===== config.mk =====
export PLATFORM = sky130hd
export DESIGN_NAME = router_ovch_credit_tracker
export DESIGN_NICKNAME = d
export VERILOG_FILES = /design/src/rtl/router_ovch_credit_tracker.sv
export SDC_FILE = /design/constraint.sdc
export NUM_CORES = 1
export LEC_CHECK = 0
export CAP_MARGIN = 20
export CELL_PAD_IN_SITES_DETAIL_PLACEMENT = 1
export CELL_PAD_IN_SITES_GLOBAL_PLACEMENT = 2
export CORE_MARGIN = 5
export CORE_UTILIZATION = 32
export DETAILED_ROUTE_END_ITERATION = 10
export MAX_ROUTING_LAYER = met4
export PLACE_DENSITY_LB_ADDON = 0.1
export SLEW_MARGIN = 20
export SYNTH_ARGS = -nofsm -noshare
export SYNTH_HDL_FRONTEND = slang
export SYNTH_SLANG_ARGS = --single-unit

===== constraint.sdc =====
create_clock -name clk -period 5.5 [get_ports clk]
set_clock_uncertainty 0.05 [all_clocks]
set_input_delay 0.825 -clock clk [delete_from_list [all_inputs] [get_ports clk]]
set_output_delay 0.825 -clock clk [all_outputs]
set_load 0.05 [all_outputs]

===== src/rtl/router_ovch_credit_tracker.sv =====
// Output virtual-channel state and downstream credit tracking for one router
// output port. Each output VC goes IDLE -> ACTIVE -> DRAIN -> IDLE. New packets
// are given free VCs by a round-robin allocator. Credit counters are
// decremented by sent flits and incremented by credits returned from
// downstream. A VC goes back to IDLE only after every downstream buffer slot
// has been returned, so a reused VC always starts with a full credit count.
module router_ovch_credit_tracker #(
  parameter int unsigned NUM_VC    = 2,
  parameter int unsigned BUF_DEPTH = 4,
  localparam int unsigned CW       = $clog2(BUF_DEPTH + 1),
  localparam int unsigned VW       = (NUM_VC > 1) ? $clog2(NUM_VC) : 1
) (
  input  logic                 clk,
  input  logic                 reset,
  input  logic                 alloc_req,
  output logic                 alloc_gnt,
  output logic [NUM_VC-1:0]    alloc_vc,
  input  logic                 flit_valid,
  input  logic [VW-1:0]        flit_vc,
  input  logic                 flit_tail,
  input  logic                 credit_valid,
  input  logic [VW-1:0]        credit_vc,
  output logic [NUM_VC-1:0]    ovch_busy,
  output logic [NUM_VC-1:0]    ovch_credit_ok,
  output logic [NUM_VC*CW-1:0] credit_cnt,
  output logic                 err
);

  typedef enum logic [1:0] {
    ST_IDLE   = 2'd0,
    ST_ACTIVE = 2'd1,
    ST_DRAIN  = 2'd2
  } vc_state_e;

  logic [VW-1:0]     rr_q;
  logic [VW-1:0]     rr_d;
  logic [VW-1:0]     win;
  logic [VW-1:0]     cand;
  logic              gnt;
  logic [NUM_VC-1:0] gnt_vc;
  logic [NUM_VC-1:0] idle_vec;
  logic [NUM_VC-1:0] bad_vec;
  logic [NUM_VC-1:0] over_vec;
  logic              err_q;

  // Round-robin search for the first IDLE VC at or after the pointer.
  // Grants are masked while reset is held so nothing is reported to the
  // allocator during reset.
  always_comb begin
    gnt    = 1'b0;
    gnt_vc = '0;
    win    = '0;
    cand   = '0;
    for (int unsigned i = 0; i < NUM_VC; i++) begin
      cand = VW'((32'(rr_q) + i) % NUM_VC);
      if (alloc_req && reset && !gnt && idle_vec[cand]) begin
        gnt         = 1'b1;
        gnt_vc[cand] = 1'b1;
        win         = cand;
      end
    end
  end

  assign alloc_gnt = gnt;
  assign alloc_vc  = gnt_vc;

  // Next pointer is one past the winner, wrapping at NUM_VC (not a power of 2 in general).
  always_comb begin
    rr_d = rr_q;
    if (gnt) begin
      rr_d = (win == VW'(NUM_VC - 1)) ? '0 : win + VW'(1);
    end
  end

  // Round-robin pointer and sticky error flag.
  always_ff @(posedge clk or negedge reset) begin
    if (!reset) begin
      rr_q  <= '0;
      err_q <= 1'b0;
    end else begin
      rr_q  <= rr_d;
      err_q <= err_q | (|bad_vec) | (|over_vec);
    end
  end

  assign err = err_q;

  for (genvar v = 0; v < NUM_VC; v++) begin : g_vc
    vc_state_e     st_q;
    vc_state_e     st_d;
    logic [CW-1:0] cnt_q;
    logic [CW-1:0] cnt_d;
    logic          busy_q;
    logic          ok_q;
    logic          flit_hit;
    logic          cred_hit;
    logic          dec;
    logic [CW:0]   sum;

    assign flit_hit = flit_valid && (flit_vc == VW'(v));
    assign cred_hit = credit_valid && (credit_vc == VW'(v));

    // A flit is a protocol error unless the VC is ACTIVE with a credit available.
    assign bad_vec[v] = flit_hit && ((st_q != ST_ACTIVE) || (cnt_q == '0));

    // An empty counter never decrements. This blocks wrap on an illegal send.
    assign dec  = flit_hit && (cnt_q != '0);
    assign sum  = {1'b0, cnt_q} - (CW+1)'(dec) + (CW+1)'(cred_hit);

    // A credit beyond the buffer depth is flagged and saturated.
    assign over_vec[v] = sum > (CW+1)'(BUF_DEPTH);
    assign cnt_d       = over_vec[v] ? CW'(BUF_DEPTH) : sum[CW-1:0];

    assign idle_vec[v] = (st_q == ST_IDLE);

    // Per-VC state transitions. DRAIN releases on the post-edge count, so a
    // tail and a credit in the same cycle are counted before the drain check.
    always_comb begin
      st_d = st_q;
      case (st_q)
        ST_IDLE: begin
          if (gnt_vc[v]) st_d = ST_ACTIVE;
        end
        ST_ACTIVE: begin
          if (flit_hit && flit_tail) st_d = ST_DRAIN;
        end
        ST_DRAIN: begin
          if (cnt_d == CW'(BUF_DEPTH)) st_d = ST_IDLE;
        end
        default: st_d = ST_IDLE;
      endcase
    end

    // State, credit count and the registered flags derived from post-edge values.
    always_ff @(posedge clk or negedge reset) begin
      if (!reset) begin
        st_q   <= ST_IDLE;
        cnt_q  <= CW'(BUF_DEPTH);
        busy_q <= 1'b0;
        ok_q   <= 1'b0;
      end else begin
        st_q   <= st_d;
        cnt_q  <= cnt_d;
        busy_q <= (st_d != ST_IDLE);
        ok_q   <= (st_d == ST_ACTIVE) && (cnt_d != '0);
      end
    end

    assign ovch_busy[v]            = busy_q;
    assign ovch_credit_ok[v]       = ok_q;
    assign credit_cnt[v*CW +: CW]  = cnt_q;
  end

endmodule


==> impl_metrics.py, run 1 <==
metrics = {
    "status": {
        "status": "completed",
    },
    "yosys": {
        "syn_inst": 105,
        "synth-seq-cells": 16,
        "async_flop_share": 1.000,
        "synthTopCellsByArea": "dfrtp_1, ha_1, dfstp_2",
        "synth.most_common_cell": "dfrtp_1",
        "synthDistinctLibCells": 36,
        "ys_seq_area_frac": 0.3961,
        "synth_warnings": 0,
        "synth_ff_type": "dfrtp_1",
        "avgSynthCellArea_sq_um": 9.688,
        "synth_area_leader_cell": "dfrtp_1",
        "synth_top_area_share": 0.3444,
        "synth_common_cells": "dfrtp_1, inv_1, ha_1",
        "netlist_area_sq_um": 1017,
        "synth-edff-count": 0,
        "syn-num-nets": 123,
    },
    "drt": {
        "vias": 823,
        "vias_per_cell": 4.813,
        "route.met2.wl_um": 1119,
        "wl_per_cell_um": 13.66,
        "highest_layer": "met4",
        "drtIter0Drc": 32,
        "wl_um": 2336,
        "wl_met3_um": 122,
        "wl_met1_um": 1058,
        "ant_nets": 0,
        "drc_errors": 0,
        "firstDrtPassIters": 4,
    },
    "cells_and_area": {
        "nFillCells": 364,
        "n_antenna_cell": 0,
        "fin_area_sq_um": 1296,
        "final_nets": 146,
        "syn_to_final_growth_pct": 27.43,
        "drive_above_1_share": 0.09449,
    },
    "clock_tree": {
        "clk_latency_ns": 0.28,
        "ctsHoldBuffers": 0,
        "path_clk_slew_ns": 0.09,
        "cts_root_buffer": "clkbuf_4",
        "cts_made_buffers": 3,
        "postCtsSetupBuffers": 0,
        "h-tree-depth": 1,
        "cts_tree": "built",
        "clockBufferDepth": 2,
        "ctsResizeCount": 0,
        "cts.sinks": 16,
    },
    "sta": {
        "rsz0062_at_grt": "false",
        "relSlewSlack": 0.6601,
        "fmax_mhz": 266.5,
        "tightest_slew_ns": 0.5083,
        "fin_crit_sh": 0.6823,
        "setup-tns-final_ns": 0,
        "fin_crit_ns": 3.753,
        "setup_viol": 0,
        "slew_viol_final": 0,
        "finalHoldViolCount": 0,
    },
    "critical_path": {
        "reg2reg_depth": 9,
        "critPathArrivalTime_ns": 2.88,
        "path_cells": "clkdlybuf4s50_1 -> buf_4 -> nor4bb_1 -> o21ai_0 -> inv_1 -> clkdlybuf4s50_1",
        "crit_fanout": 19,
        "timing.critical_path.mode_cell": "clkdlybuf4s50_1",
        "critPathKind": "input port to primary output",
        "startpoint_type": "input port",
        "critPathMaxStageDelay_ns": 0.80,
        "critPathSlowestCell": "clkdlybuf4s50_1",
        "crit_required_ns": 4.62,
        "end_kind": "primary output",
    },
    "floorplanning": {
        "rows": 20,
        "die_h_um": 66.38,
        "start_util": 0.3332,
        "ios": 22,
        "dieWidth_um": 66.38,
        "core_area_sq_um": 3053,
        "die_area_sq_um": 4406,
    },
    "place": {
        "dp_hpwl_um": 1930,
        "port_buffers": 21,
        "place_area_sq_um": 1260,
        "routabilityCongestion": 0.7729,
    },
    "pwr": {
        "power.density_nw_per_um2": 618.4,
        "p_leak_uw": 0.0005952,
        "max-vdd-ir-drop_mv": 0.1995,
    },
    "global_route": {
        "grtUsageTotal": 0.1260,
        "antenna_found_initial": 0,
        "gr-total-overflow": 0,
        "grt_max_degree": 20,
        "grt_pass1_wl_um": 4153,
        "grt_pass1_vias": 925,
    },
    "hold_path": {
        "hold_class": "flip-flop to flip-flop",
        "hold_depth": 2,
    },
    "run": {
        "maxCapViolCount": 0,
    },
}
kinds of logic (layout without fill, tap and decap cells):
| kind of cell | count (synthesis) | count (layout) | share of synthesized area |
|---|---|---|---|
| xor+xnor | 2 | 2 | 0.01722 |
| compound gates | 20 | 20 | 0.1415 |
| fa+ha+maj | 10 | 10 | 0.1378 |
| simple gates | 43 | 43 | 0.2411 |
| flops | 16 | 16 | 0.3961 |
| buf+inv | 14 | 36 | 0.06643 |
cell usage in the layout, fill, tap and decap left out, types with 3 or more instances in the layout:
| cell type | n |
|---|---|
| or2_2 | 3 |
| nand2_1 | 7 |
| o21ai_0 | 4 |
| a211o_1 | 3 |
| nor2_1 | 6 |
| a21oi_1 | 3 |
| nand3_1 | 4 |
| and3_1 | 4 |
| dfrtp_1 | 14 |
| clkdlybuf4s50_1 | 21 |
| inv_1 | 10 |
| nand2b_1 | 3 |
| clkbuf_4 | 3 |
| ha_1 | 8 |
final cells by class:
class / instances / area (sq um) / share of cell area
sequential: 16 / 402.9 / 0.3108
clock buffer: 4 / 36.28 / 0.02799
tap: 44 / 55.05 / 0.04247
multi-input combinational: 75 / 546.8 / 0.4218
inverter: 10 / 37.54 / 0.02896
timing repair buffer: 22 / 217.7 / 0.1680
final timing paths:
check / startpoint / to / slack (ns)
setup / recovery: reset / alloc_vc[1] / 1.75
hold reg to reg: err$_DFF_PN0_ / err$_DFF_PN0_ / 0.47
setup reg to reg: g_vc[1].cnt_q[1]$_DFF_PN0_ / g_vc[1].ok_q$_DFF_PN0_ / 2.65
hold / removal: err$_DFF_PN0_ / err$_DFF_PN0_ / 0.47
min in group asynchronous: reset / g_vc[1].busy_q$_DFF_PN0_ / 0.81
max in group asynchronous: reset / g_vc[0].cnt_q[2]$_DFF_PN1_ / 4.33
critical path, delay by kind of cell:
family | cells | cell delay [ns]
AOI/OAI and AO/OA | 1 | 0.18
buffers and inverters | 4 | 1.57
and+or+nand+nor | 1 | 0.29
through the flow:
step / hold slack (ns) / util / setup WS [ns] / power, uW / cells
2_1_floorplan: 0.4244 / - / 2.649 / 602.4 / 105
3_3_place_gp: 0.4610 / 0.4127 / 1.769 / 724.8 / 167
3_5_place_dp: 0.4554 / 0.4127 / 1.730 / 735.2 / 167
4_1_cts: 0.4846 / 0.4246 / 1.727 / 816.0 / 171
5_1_grt: 0.5209 / 0.4246 / 1.632 / 877.9 / 171
6_report: 0.4707 / 0.4246 / 1.747 / 801.5 / 171
state kept, by name, summed over array words and instances (netlist names), named ones only:
register,cells
g_vc.busy_q,2
g_vc.st_q,4
err,1
g_vc.cnt_q,6
g_vc.ok_q,2
where the power goes:
part | internal (uW) | switching (uW) | total [uW]
Combinational | 203 | 314 | 517
Sequential | 168 | 39.5 | 208
Clock | 40.2 | 36.3 | 76.5
Total | 412 | 390 | 802
per-layer routing:
layer / global-route usage / vias to the layer above
met3: 0.01701 / 2
met1: 0.1483 / 394
li1: - / 410
met5: - / -
met2: 0.2107 / 17
met4: 0.06091 / 0
No activity file was read; power rests on OpenSTA's default activity.
==> run 2: changes to the inputs <==
Settings changed: CORE_UTILIZATION 32 to 27.
Clock period 5.5 ns to 3 ns, I/O delays scaled along.
==> impl_metrics.py, run 2 (same netlist as run 1, synthesis figures left out) <==
metrics = {
    "critical_path": {
        "critPathMaxStageDelay_ns": 0.42,
        "critPathSlowestCell": "dfrtp_1",
        "end_kind": "flip-flop",
        "path_cells": "or3_1 -> and3_1 -> ha_1 -> inv_1 -> ha_1 -> fa_1 -> xnor2_1 -> nand3b_1 -> o31a_1",
        "critPathArrivalTime_ns": 2.82,
        "timing.critical_path.mode_cell": "ha_1",
        "critPathKind": "flip-flop to flip-flop",
        "startpoint_type": "flip-flop",
        "reg2reg_depth": 9,
        "crit_fanout": 4,
        "crit_required_ns": 3.09,
    },
    "floorplanning": {
        "core_area_sq_um": 3661,
        "ios": 22,
        "die_area_sq_um": 5095,
        "start_util": 0.2779,
        "rows": 22,
        "dieWidth_um": 71.38,
        "die_h_um": 71.38,
    },
    "pwr": {
        "swShare": 0.4596,
        "internal_power_uw": 877.9,
        "power.density_nw_per_um2": 1158,
        "total_power_uw": 1625,
        "pwr-share-comb": 0.648,
        "p_switching_uw": 746.7,
        "p_leak_uw": 0.0006528,
        "max-vdd-ir-drop_mv": 0.3984,
        "clkPwrFrac": 0.118,
        "seq_power_share": 0.234,
    },
    "clock_tree": {
        "ctsHoldBuffers": 0,
        "cts_tree": "built",
        "path_clk_slew_ns": 0.07,
        "cts_root_buffer": "clkbuf_8",
        "ctsResizeCount": 0,
        "cts.sinks": 16,
        "cts_made_buffers": 3,
        "clk_latency_ns": 0.25,
        "clockBufferDepth": 2,
        "postCtsSetupBuffers": 0,
        "h-tree-depth": 1,
    },
    "cells_and_area": {
        "layout_commonest_cell": "clkdlybuf4s50_1",
        "drive_above_1_share": 0.1642,
        "final_nets": 153,
        "top_register": "g_vc.cnt_q",
        "nFillCells": 435,
        "final_cell_mix": "clkdlybuf4s50_1, dfrtp_1, inv_1",
        "instances_no_fill": 182,
        "final_util": 0.3831,
        "largest_registers": "g_vc.cnt_q: 6 flops, g_vc.st_q: 4 flops",
        "syn_to_final_growth_pct": 37.88,
        "n_antenna_cell": 0,
        "largest_reg_flops": 6,
    },
    "global_route": {
        "grtUsageTotal": 0.1110,
        "antenna_found_initial": 0,
        "grt_pass1_vias": 909,
        "gr-total-overflow": 0,
        "grt_max_degree": 11,
        "grt_pass1_wl_um": 4347,
    },
    "drt": {
        "vias": 859,
        "vias_per_cell": 4.720,
        "drtIter0Drc": 14,
        "drc_errors": 0,
        "wl_per_cell_um": 13.79,
        "firstDrtPassIters": 4,
        "ant_nets": 0,
        "wl_um": 2509,
    },
    "sta": {
        "setup_viol": 0,
        "setup-tns-final_ns": 0,
        "fin_crit_ns": 2.730,
        "fin_crit_sh": 0.9100,
        "relSlewSlack": 0.6663,
        "finalHoldViolCount": 0,
        "tightest_slew_ns": 0.4943,
        "rsz0062_at_grt": "false",
        "fmax_mhz": 366.3,
        "slew_viol_final": 0,
    },
    "place": {
        "dp_hpwl_um": 2142,
        "placed_cells": 178,
        "port_buffers": 21,
        "routabilityCongestion": 0.7710,
    },
    "hold_path": {
        "hold_depth": 2,
        "hold_class": "flip-flop to flip-flop",
    },
    "run": {
        "maxCapViolCount": 0,
    },
    "status": {
        "status": "completed",
    },
}
## run 2: final timing paths
path	from	slack [ns]	endpoint
max	g_vc[1].cnt_q[1]$_DFF_PN0_	0.27	g_vc[1].ok_q$_DFF_PN0_
min	err$_DFF_PN0_	0.47	err$_DFF_PN0_
max reg2reg	g_vc[1].cnt_q[1]$_DFF_PN0_	0.27	g_vc[1].ok_q$_DFF_PN0_
min reg2reg	err$_DFF_PN0_	0.47	err$_DFF_PN0_
max in group asynchronous	reset	2.15	g_vc[1].cnt_q[2]$_DFF_PN1_
min in group asynchronous	reset	0.52	asynchronous set/reset pin
## run 2: routing by layer
| layer | track usage | vias to the layer above | share of wire |
|---|---|---|---|
| li1 | - | 425 | - |
| met3 | 0.01262 | 4 | 0.036 |
| met1 | 0.1420 | 414 | 0.49 |
| met5 | - | - | 0 |
| met2 | 0.1724 | 16 | 0.46 |
| met4 | 0.05637 | 0 | 0.021 |
## run 2: metrics by stage
| stage | setup WS (ns) | hold WS [ns] | area (sq um) |
|---|---|---|---|
| finish | 0.2701 | 0.4694 | 1403 |
| global route | 0.1029 | 0.5031 | 1403 |
| CTS | 0.2405 | 0.4869 | 1403 |
| detailed placement | 0.01545 | 0.4744 | 1348 |
| global placement | 0.04161 | 0.4636 | 1348 |
| floorplan | 0.1494 | 0.1044 | 1017 |
## run 2: worst max-delay path, delay by kind of cell, from the launching register on
| kind | cells | cell delay, ns |
|---|---|---|
| AO/OA/AOI/OAI | 1 | 0.26 |
| adder cells (fa/ha/maj) | 3 | 0.84 |
| AND/OR/NAND/NOR | 3 | 0.79 |
| XOR/XNOR | 1 | 0.21 |
| flip-flops | 1 | 0.42 |
| buffers and inverters | 1 | 0.04 |
## run 2: cell type report
cell class              count  area [sq um]  area share
inverters                  10         37.54     0.02676
clock buffers               4         55.05     0.03925
multi-input cells          75         546.8      0.3898
flip-flops and latches     16         402.9      0.2872
repair buffers             29         300.3      0.2141
well taps                  48         60.06     0.04282
## run 2: power groups by stage
stage | Sequential (uW) | Combinational [uW] | Clock (uW)
CTS | 383 | 1070 | 200
detailed placement | 386 | 1070 | 0
global placement | 383 | 1060 | 0
global route | 395 | 1160 | 214
floorplan | 466 | 638 | 0
finish | 380 | 1050 | 192
==> run 3: changes to the inputs <==
Settings changed: SETUP_SLACK_MARGIN set to 0.5.
==> impl_metrics.py, run 3 (same netlist as run 1, synthesis figures left out) <==
metrics = {
    "global_route": {
        "antenna_found_initial": 0,
        "grt_pass1_vias": 961,
        "grt_pass1_wl_um": 4478,
        "gr-total-overflow": 0,
        "grtUsageTotal": 0.1143,
        "grt_max_degree": 13,
    },
    "pwr": {
        "total_power_uw": 1895,
        "seq_power_share": 0.204,
        "swShare": 0.4478,
        "power.density_nw_per_um2": 1178,
        "clkPwrFrac": 0.098,
        "internal_power_uw": 1047,
        "p_switching_uw": 848.8,
        "pwr-share-comb": 0.698,
        "max-vdd-ir-drop_mv": 0.5137,
        "p_leak_uw": 0.0007053,
    },
    "floorplanning": {
        "die_area_sq_um": 5095,
        "ios": 22,
        "die_h_um": 71.38,
        "rows": 22,
        "core_area_sq_um": 3661,
        "dieWidth_um": 71.38,
        "start_util": 0.2779,
    },
    "critical_path": {
        "crit_fanout": 5,
        "rr_startpoint": "g_vc[0].cnt_q[2]$_DFF_PN1_",
        "critPathKind": "flip-flop to flip-flop",
        "critPathMaxStageDelay_ns": 0.63,
        "crit_path_start": "g_vc[0].cnt_q[2]$_DFF_PN1_",
        "crit_required_ns": 3.07,
        "critPathArrivalTime_ns": 2.59,
        "startpoint_type": "flip-flop",
        "critPathSlowestCell": "dfstp_4",
        "end_kind": "flip-flop",
        "path_cells": "nor3_4 -> nor3b_2 -> ha_4 -> inv_2 -> ha_4 -> fa_2 -> nor3b_2 -> a311o_1 -> o21ai_4 -> o31a_1",
    },
    "sta": {
        "setup_viol": 0,
        "fin_crit_sh": 0.8387,
        "relSlewSlack": 0.6687,
        "slew_viol_final": 0,
        "fin_crit_ns": 2.516,
        "setup-tns-final_ns": 0,
        "setup_ws_ns": 0.4839,
        "rsz0062_at_grt": "true",
        "fmax_mhz": 397.4,
        "finalHoldViolCount": 0,
        "tightest_slew_ns": 0.4954,
    },
    "cells_and_area": {
        "largest_reg_flops": 6,
        "drive_above_1_share": 0.3885,
        "top_register": "g_vc.cnt_q",
        "n_antenna_cell": 0,
        "final_nets": 158,
        "instances_no_fill": 187,
        "final_util": 0.4395,
        "syn_to_final_growth_pct": 58.18,
        "layout_commonest_cell": "clkdlybuf4s50_1",
        "final_cell_mix": "clkdlybuf4s50_1, dfrtp_1, buf_4",
        "largest_registers": "g_vc.cnt_q: 6 flops, g_vc.st_q: 4 flops",
    },
    "place": {
        "routabilityCongestion": 0.7306,
        "placed_cells": 173,
        "dp_hpwl_um": 2097,
        "port_buffers": 21,
        "place_ws_ns": 0.08385,
    },
    "clock_tree": {
        "cts_root_buffer": "clkbuf_8",
        "ctsHoldBuffers": 0,
        "cts.sinks": 16,
        "cts_made_buffers": 3,
        "h-tree-depth": 1,
        "clk_latency_ns": 0.24,
        "clockBufferDepth": 2,
        "cts_tree": "built",
        "path_clk_slew_ns": 0.06,
    },
    "run": {
        "maxCapViolCount": 0,
    },
    "drt": {
        "drtIter0Drc": 8,
        "drc_errors": 0,
        "wl_um": 2663,
        "firstDrtPassIters": 4,
        "vias": 874,
        "vias_per_cell": 4.674,
        "wl_per_cell_um": 14.24,
        "ant_nets": 0,
    },
    "status": {
        "status": "completed",
    },
    "hold_path": {
        "hold_class": "input port to asynchronous set/reset pin",
    },
}
## run 3: final cells by class
cell class | count | area (sq um)
clock buffers | 4 | 55.05
fillers | 406 | 2052
flip-flops and latches | 16 | 411.6
repair buffers | 34 | 344.1
well taps | 48 | 60.06
multi-input cells | 75 | 700.7
inverters | 10 | 37.54
## run 3: worst paths after layout
path                                              end  slack [ns]  depth (start not counted)
setup / recovery               g_vc[0].ok_q$_DFF_PN0_        0.48                         10
min in group clk                        err$_DFF_PN0_        0.48                          2
setup reg to reg               g_vc[0].ok_q$_DFF_PN0_        0.48                         10
max in group asynchronous  g_vc[0].cnt_q[2]$_DFF_PN1_        2.19                          2
hold / removal              g_vc[0].st_q[1]$_DFF_PN0_        0.16                          1
hold reg to reg                         err$_DFF_PN0_        0.48                          2
## run 3: power groups by stage
| stage | combinational, uW | clock [uW] | sequential, uW |
|---|---|---|---|
| finish | 1320 | 187 | 387 |
| global route | 1430 | 208 | 403 |
| CTS | 1210 | 193 | 386 |
| detailed placement | 1040 | 0 | 394 |
| global placement | 1030 | 0 | 389 |
| floorplan | 678 | 0 | 475 |
## run 3: what timing repair did
| item | CTS | global route |
|---|---|---|
| setup buffers | 8 | 2 |
| gates cloned | 0 | 0 |
| endpoints found under the setup margin | 10 | 10 |
| pin swaps | 10 | 5 |
| resized for setup | 16 | 11 |
## run 3: stage by stage
stage	hold WS, ns	area, sq um
after floorplan	0.1044	1054
after global placement	0.4656	1346
after detailed placement	0.4708	1346
after CTS	0.1655	1530
after global routing	0.1775	1609
final	0.1573	1609
## run 3: routing by layer
layer | part of all wire | GRT usage | vias to the layer above
met5 | 0 | - | -
met1 | 0.42 | 0.1282 | 425
met4 | 0.010 | 0.04384 | 0
li1 | - | - | 434
met3 | 0.030 | 0.01823 | 2
met2 | 0.54 | 0.2020 | 13
## run 3: worst max-delay path, delay by kind of cell, from the launching register on
family	cells	cell delay (ns)
fa+ha+maj	3	0.70
simple gates	3	0.44
buf+inv	1	0.03
compound gates	3	0.53
flops	1	0.63
